## src/rtl/phy_pkg.sv

```systemverilog
// Shared PHY definitions: BMC encoder state encoding and the line timing defaults
// that the BMC encoder and decoder both derive their cell timing from.
package phy_pkg;

    typedef enum logic [1:0] {
        PHY_BMC_IDLE = 2'd0,
        PHY_BMC_DATA = 2'd1,
        PHY_BMC_TAIL = 2'd2,
        PHY_BMC_HOLD = 2'd3
    } phy_bmc_state_e;

    localparam logic [10:0] BMC_HALF_PERIOD_DEF = 11'd4;
    localparam logic [10:0] BMC_HOLD_LOW_DEF    = 11'd8;

    // Decoder samples three quarters into the cell: 3*H/2 clocks after the boundary.
    function automatic logic [10:0] bmc_decode_period(input logic [10:0] half_period);
        return half_period + (half_period >> 1);
    endfunction

    localparam logic [10:0] BMC_DECODE_PERIOD = bmc_decode_period(BMC_HALF_PERIOD_DEF);

endpackage : phy_pkg

```

## src/rtl/phy_bmc_encoder.sv

```systemverilog
// USB-PD BMC line encoder: one framer bit per UI in, BMC waveform plus CC driver
// enable out, followed by the end-of-frame tail and hold-low period.
module phy_bmc_encoder
    import phy_pkg::*;
#(
    parameter logic [10:0] BMC_HALF_PERIOD = BMC_HALF_PERIOD_DEF,
    parameter logic [10:0] BMC_HOLD_LOW    = BMC_HOLD_LOW_DEF
) (
    input  logic           clk,
    input  logic           rst_n,
    input  logic           phy_bmc_encoder_clr,
    input  logic           phy_bmc_encoder_start,
    input  logic           phy_bmc_encoder_in,
    input  logic           phy_bmc_encoder_last,
    output logic           phy_bmc_encoder_in_req,
    output logic           phy_bmc_encoder_out,
    output logic           phy_bmc_encoder_out_en,
    output logic           phy_bmc_encoder_busy,
    output logic           phy_bmc_encoder_done,
    output phy_bmc_state_e phy_bmc_encoder_state
);

    localparam logic [10:0] HALF_END = BMC_HALF_PERIOD - 11'd1;
    localparam logic [10:0] CELL_END = (BMC_HALF_PERIOD * 11'd2) - 11'd1;
    localparam logic [10:0] REQ_PRE  = (BMC_HALF_PERIOD * 11'd2) - 11'd3;
    localparam logic [10:0] HOLD_END = BMC_HOLD_LOW - 11'd1;

    phy_bmc_state_e state_q, state_d;
    logic [10:0]    cnt_q, cnt_d;
    logic           out_q, out_d;
    logic           out_en_q, out_en_d;
    logic           cur_bit_q, cur_bit_d;
    logic           cur_last_q, cur_last_d;
    logic           in_req_q, in_req_d;
    logic           busy_q, busy_d;
    logic           done_q, done_d;

    always_ff @(posedge clk or negedge rst_n) begin
        if (!rst_n) begin
            state_q    <= PHY_BMC_IDLE;
            cnt_q      <= 11'd0;
            out_q      <= 1'b0;
            out_en_q   <= 1'b0;
            cur_bit_q  <= 1'b0;
            cur_last_q <= 1'b0;
            in_req_q   <= 1'b0;
            busy_q     <= 1'b0;
            done_q     <= 1'b0;
        end else begin
            state_q    <= state_d;
            cnt_q      <= cnt_d;
            out_q      <= out_d;
            out_en_q   <= out_en_d;
            cur_bit_q  <= cur_bit_d;
            cur_last_q <= cur_last_d;
            in_req_q   <= in_req_d;
            busy_q     <= busy_d;
            done_q     <= done_d;
        end
    end

    // Bit handshake: in_req is a one-cycle request, high while cnt==2H-2 of a non-final
    // cell. The framer presents the next in/last on the edge closing that cycle and holds
    // them; the encoder samples them on the following edge (the one closing cnt==2H-1).
    always_comb begin
        state_d    = state_q;
        cnt_d      = cnt_q;
        out_d      = out_q;
        out_en_d   = out_en_q;
        cur_bit_d  = cur_bit_q;
        cur_last_d = cur_last_q;
        in_req_d   = 1'b0;
        done_d     = 1'b0;

        if (phy_bmc_encoder_clr) begin
            state_d    = PHY_BMC_IDLE;
            cnt_d      = 11'd0;
            out_d      = 1'b0;
            out_en_d   = 1'b0;
            cur_bit_d  = 1'b0;
            cur_last_d = 1'b0;
        end else begin
            unique case (state_q)
                PHY_BMC_IDLE: begin
                    if (phy_bmc_encoder_start) begin
                        out_d      = ~out_q;
                        out_en_d   = 1'b1;
                        cur_bit_d  = phy_bmc_encoder_in;
                        cur_last_d = phy_bmc_encoder_last;
                        cnt_d      = 11'd0;
                        state_d    = PHY_BMC_DATA;
                    end
                end

                PHY_BMC_DATA: begin
                    cnt_d = cnt_q + 11'd1;
                    if (cnt_q == HALF_END && cur_bit_q) begin
                        out_d = ~out_q;
                    end
                    if (cnt_q == REQ_PRE && !cur_last_q) begin
                        in_req_d = 1'b1;
                    end
                    if (cnt_q == CELL_END) begin
                        cnt_d = 11'd0;
                        if (cur_last_q) begin
                            state_d = PHY_BMC_TAIL;
                        end else begin
                            out_d      = ~out_q;
                            cur_bit_d  = phy_bmc_encoder_in;
                            cur_last_d = phy_bmc_encoder_last;
                        end
                    end
                end

                // A frame ending high needs one trailing half-UI before the line is parked low.
                PHY_BMC_TAIL: begin
                    if (!out_q) begin
                        cnt_d   = 11'd0;
                        state_d = PHY_BMC_HOLD;
                    end else if (cnt_q == HALF_END) begin
                        out_d   = 1'b0;
                        cnt_d   = 11'd0;
                        state_d = PHY_BMC_HOLD;
                    end else begin
                        cnt_d = cnt_q + 11'd1;
                    end
                end

                PHY_BMC_HOLD: begin
                    if (cnt_q == HOLD_END) begin
                        out_en_d = 1'b0;
                        done_d   = 1'b1;
                        cnt_d    = 11'd0;
                        state_d  = PHY_BMC_IDLE;
                    end else begin
                        cnt_d = cnt_q + 11'd1;
                    end
                end

                default: begin
                    state_d = PHY_BMC_IDLE;
                    cnt_d   = 11'd0;
                end
            endcase
        end

        busy_d = (state_d != PHY_BMC_IDLE);
    end

    assign phy_bmc_encoder_in_req = in_req_q;
    assign phy_bmc_encoder_out    = out_q;
    assign phy_bmc_encoder_out_en = out_en_q;
    assign phy_bmc_encoder_busy   = busy_q;
    assign phy_bmc_encoder_done   = done_q;
    assign phy_bmc_encoder_state  = state_q;

`ifndef SYNTHESIS
    // The line is never driven high while the CC driver is disabled.
    a_out_needs_en: assert property (@(posedge clk) disable iff (!rst_n)
        !out_en_q |-> !out_q);
    a_done_idle: assert property (@(posedge clk) disable iff (!rst_n)
        done_q |-> (!busy_q && !out_en_q));
    a_done_pulse: assert property (@(posedge clk) disable iff (!rst_n)
        done_q |=> !done_q);
    a_req_busy: assert property (@(posedge clk) disable iff (!rst_n)
        in_req_q |-> busy_q);
`endif

endmodule : phy_bmc_encoder

```

## config.mk

```make
export PLATFORM = sky130hd
export DESIGN_NAME = phy_bmc_encoder
export DESIGN_NICKNAME = d
export VERILOG_FILES = /design/src/rtl/phy_pkg.sv /design/src/rtl/phy_bmc_encoder.sv
export SDC_FILE = /design/constraint.sdc
export NUM_CORES = 1
export LEC_CHECK = 0
export CELL_PAD_IN_SITES_DETAIL_PLACEMENT = 0
export CELL_PAD_IN_SITES_GLOBAL_PLACEMENT = 1
export CORE_ASPECT_RATIO = 1.5
export CORE_UTILIZATION = 37
export CTS_BUF_LIST = sky130_fd_sc_hd__clkbuf_4 sky130_fd_sc_hd__clkbuf_8
export CTS_CLUSTER_DIAMETER = 80
export DETAILED_ROUTE_END_ITERATION = 10
export DONT_BUFFER_PORTS = 1
export PLACE_DENSITY = 0.67
export SETUP_SLACK_MARGIN = 0.02
export SLEW_MARGIN = 20
export SYNTH_ARGS = -nofsm -noshare
export SYNTH_HDL_FRONTEND = slang
export SYNTH_SLANG_ARGS = --single-unit
```

## constraint.sdc

```tcl
create_clock -name clk -period 2.43 [get_ports clk]
set_input_delay 0.486 -clock clk [delete_from_list [all_inputs] [get_ports clk]]
set_output_delay 0.486 -clock clk [all_outputs]
set_load 0.005 [all_outputs]
```

==> flow_summary_export.csv <==
group,metric,value,unit
sta,finalCritPeriodShare,89.8,%
yosys,yosysWarnings,0,
power_and_ir_drop,p_leak,0.633,nW
die,core_area,3420,um^2
yosys,ys_types,45,
clocking,cts.sinks,20,
die,fp.dieH,75.6,um
sta,drv_slew,0,
final_layout,area_growth,7.11,%
global_routing,grt.total_usage,17.2,%
power_and_ir_drop,ir_drop,0.369,mV
place,dp_hpwl,2180,um
yosys,syn-num-nets,159,
yosys,synth_seq_cells,20,
critical_path,reg2reg_depth,5,
critical_path,worstPathArrival,2.33,ns
clocking,cts_hold_buf,1,
die,num_rows,26,
outcome,status,"finished, final reports clean",
critical_path,crit_path_end_kind,"flip-flop",
route,drtIter0Drc,26,
critical_path,timing.rr.start,"cnt_q[7]$_DFFE_PN0N_",
place,place_congestion,0.769,
clocking,numCtsBuffers,3,
critical_path,cpPeakStageDelay,0.48,ns
global_routing,antenna_found_initial,0,
clocking,path_clk_slew,0.08,ns
route,vias,1045,
min_path,whs_path_depth,1,
clocking,clk_latency,0.25,ns
final_layout,layout-drive-gt1-share,9.59,%
route,post_drt_wl_per_cell,15.7,um
clocking,ctsResizeCount,0,
clocking,cts_tree,"yes",
die,die_w,51.1,um
route,postRouteAntennaNets,0,
global_routing,grt_pass1_wl,4850,um
sta,fmax,458,MHz
yosys,avgSynthCellArea,9.10,um^2
run,maxCapViolCount,0,
critical_path,crit_path_start_kind,"flip-flop",
clocking,htreeDepth,1,
die,start_util,39.2,%
place,place_area,1370,um^2
critical_path,cp_max_fo,18,
final_layout,utilization,41.9,%
yosys,synth_edf_count,0,
yosys,ys_async_sr_fraction,100,%
sta,tightest_slew,0.954,ns
route,drc,0,
route,dr.pass1.iters,4,
clocking,postCtsSetupBuffers,0,
critical_path,r2r-end,"cnt_q[4]$_DFFE_PN0N_",
sta,fin_tns_setup,0,ns
clocking,cts_root_buf,"clkbuf_8",
global_routing,grt_max_degree,21,
critical_path,path_cells,"nor4_4 > nand4_4 > a22oi_4 > nor3_1 > a211o_1",
min_path,worstHoldEndpoint,"phy_bmc_encoder_out_en$_DFFE_PN0P_",
sta,final.setup_skew,0.000898,ns
min_path,min_from,"phy_bmc_encoder_clr",
sta,setup_violations,0,
critical_path,slowest_stage,"nor4_4",
final_layout,diodes,0,
global_routing,grt-ovfl-total,0,
sta,grt_setup_unrepaired,"no",
die,ios,13,
route,wl,2950,um
sta,min_period,2.18,ns
clocking,cts_buffer_depth,2,
critical_path,worstPathRequired,2.58,ns
yosys,ys_seq_area_share,37.4,%
yosys,synthCells,147,
min_path,hold_class,"primary input to flip-flop",
final_layout,nets,159,
route,via_per_inst,5.56,
sta,slew_headroom,36.2,%
die,die_area,3860,um^2
sta,hold_viol,0,
yosys,netlist_area,1340,um^2
yosys,synth-main-ff-cell,"dfrtp_1",
final_layout,final_cell_mix,"20 x dfrtp_1, 16 x nor2_1, 12 x nand2_1, 9 x nor3_1, 8 x inv_1",
final_layout,post-route-cell-area,1430,um^2
global_routing,grt_pass1_vias,1026,
final_layout,layout_commonest_cell,"dfrtp_1",
place,io_buffers,0,
critical_path,ff2ff_setup_slack,0.25,ns
power_and_ir_drop,power.density,790,nW/um^2
critical_path,critPathKind,"flip-flop to flip-flop",
sta,hold_slack,0.283,ns
-- worst max-delay path, delay by kind of cell, from the launching register on --
family          cells  cell delay (ns)
compound gates      2             0.75
flops               1             0.47
simple gates        3             0.84
-- metrics by stage --
stage	std cells	setup slack, ns	power [mW]
CTS	188	0.229	1.15
floorplan	147	0.591	0.771
global placement	183	0.273	0.866
finish	188	0.249	1.13
detailed placement	183	0.245	0.873
global route	188	0.0585	1.22
-- cells in the mapped netlist, drive strengths merged (3+ instances only) --
cell type | instances | area (um^2)
nand4 | 3 | 33.8
o21ai | 14 | 70.1
clkbuf | 6 | 22.5
ha | 6 | 75.1
nand3 | 3 | 15.0
nor3b | 4 | 30.0
nor2b | 4 | 25.0
a21o | 6 | 45.0
nor3 | 9 | 45.0
a21oi | 3 | 15.0
inv | 8 | 30.0
dfrtp | 20 | 500
nor2 | 16 | 60.1
nand2 | 12 | 45.0
-- flip-flops by register name (all words and copies together) (netlist names) --
register,cells
cnt_q,11
phy_bmc_encoder_state,2
phy_bmc_encoder_in_req,1
cur_last_q,1
phy_bmc_encoder_out_en,1
phy_bmc_encoder_busy,1
phy_bmc_encoder_done,1
phy_bmc_encoder_out,1
cur_bit_q,1
-- metal layers --
layer | track usage [%] | share of wire (%) | up-vias
li1 | - | - | 520
met1 | 18.7 | 41 | 509
met2 | 33.5 | 56 | 14
met3 | 2.00 | 2.2 | 2
met4 | 6.48 | 0.85 | 0
met5 | 0 | 0 | -
-- cells by family after synthesis --
family / count (synthesis) / synth area share (%)
simple gates: 63 / 28.2
xor+xnor: 3 / 1.96
mux: 2 / 1.50
fa+ha+maj: 6 / 5.61
buf+inv: 16 / 5.05
compound gates: 37 / 20.3
flops: 20 / 37.4
-- report_power, final --
| part | switching [mW] | leakage [nW] | internal [mW] |
|---|---|---|---|
| clock | 0.112 | 0.0288 | 0.144 |
| sequential | 0.0496 | 0.273 | 0.374 |
| combinational | 0.275 | 0.331 | 0.178 |
-- worst max path at each step --
stage	start	end	slack, ns
5_1_grt	cnt_q[3]$_DFFE_PN0N_	cnt_q[8]$_DFFE_PN0N_	0.06
6_report	cnt_q[7]$_DFFE_PN0N_	cnt_q[4]$_DFFE_PN0N_	0.25
3_5_place_dp	cnt_q[7]$_DFFE_PN0N_	cnt_q[4]$_DFFE_PN0N_	0.25
2_1_floorplan	phy_bmc_encoder_state[0]$_DFF_PN0_	cnt_q[8]$_DFFE_PN0N_	0.59
4_1_cts	cnt_q[7]$_DFFE_PN0N_	cnt_q[4]$_DFFE_PN0N_	0.23
3_3_place_gp	cnt_q[7]$_DFFE_PN0N_	cnt_q[4]$_DFFE_PN0N_	0.27
-- final cells by class --
| type | instances | area, um^2 |
|---|---|---|
| tap | 42 | 52.6 |
| clock buffer | 4 | 55.1 |
| timing repair buffer | 3 | 25.0 |
| sequential | 20 | 500 |
| multi-input combinational | 111 | 769 |
| inverter | 8 | 30.0 |
| fill | 345 | 1980 |
No activity file was read; power rests on OpenSTA's default activity.
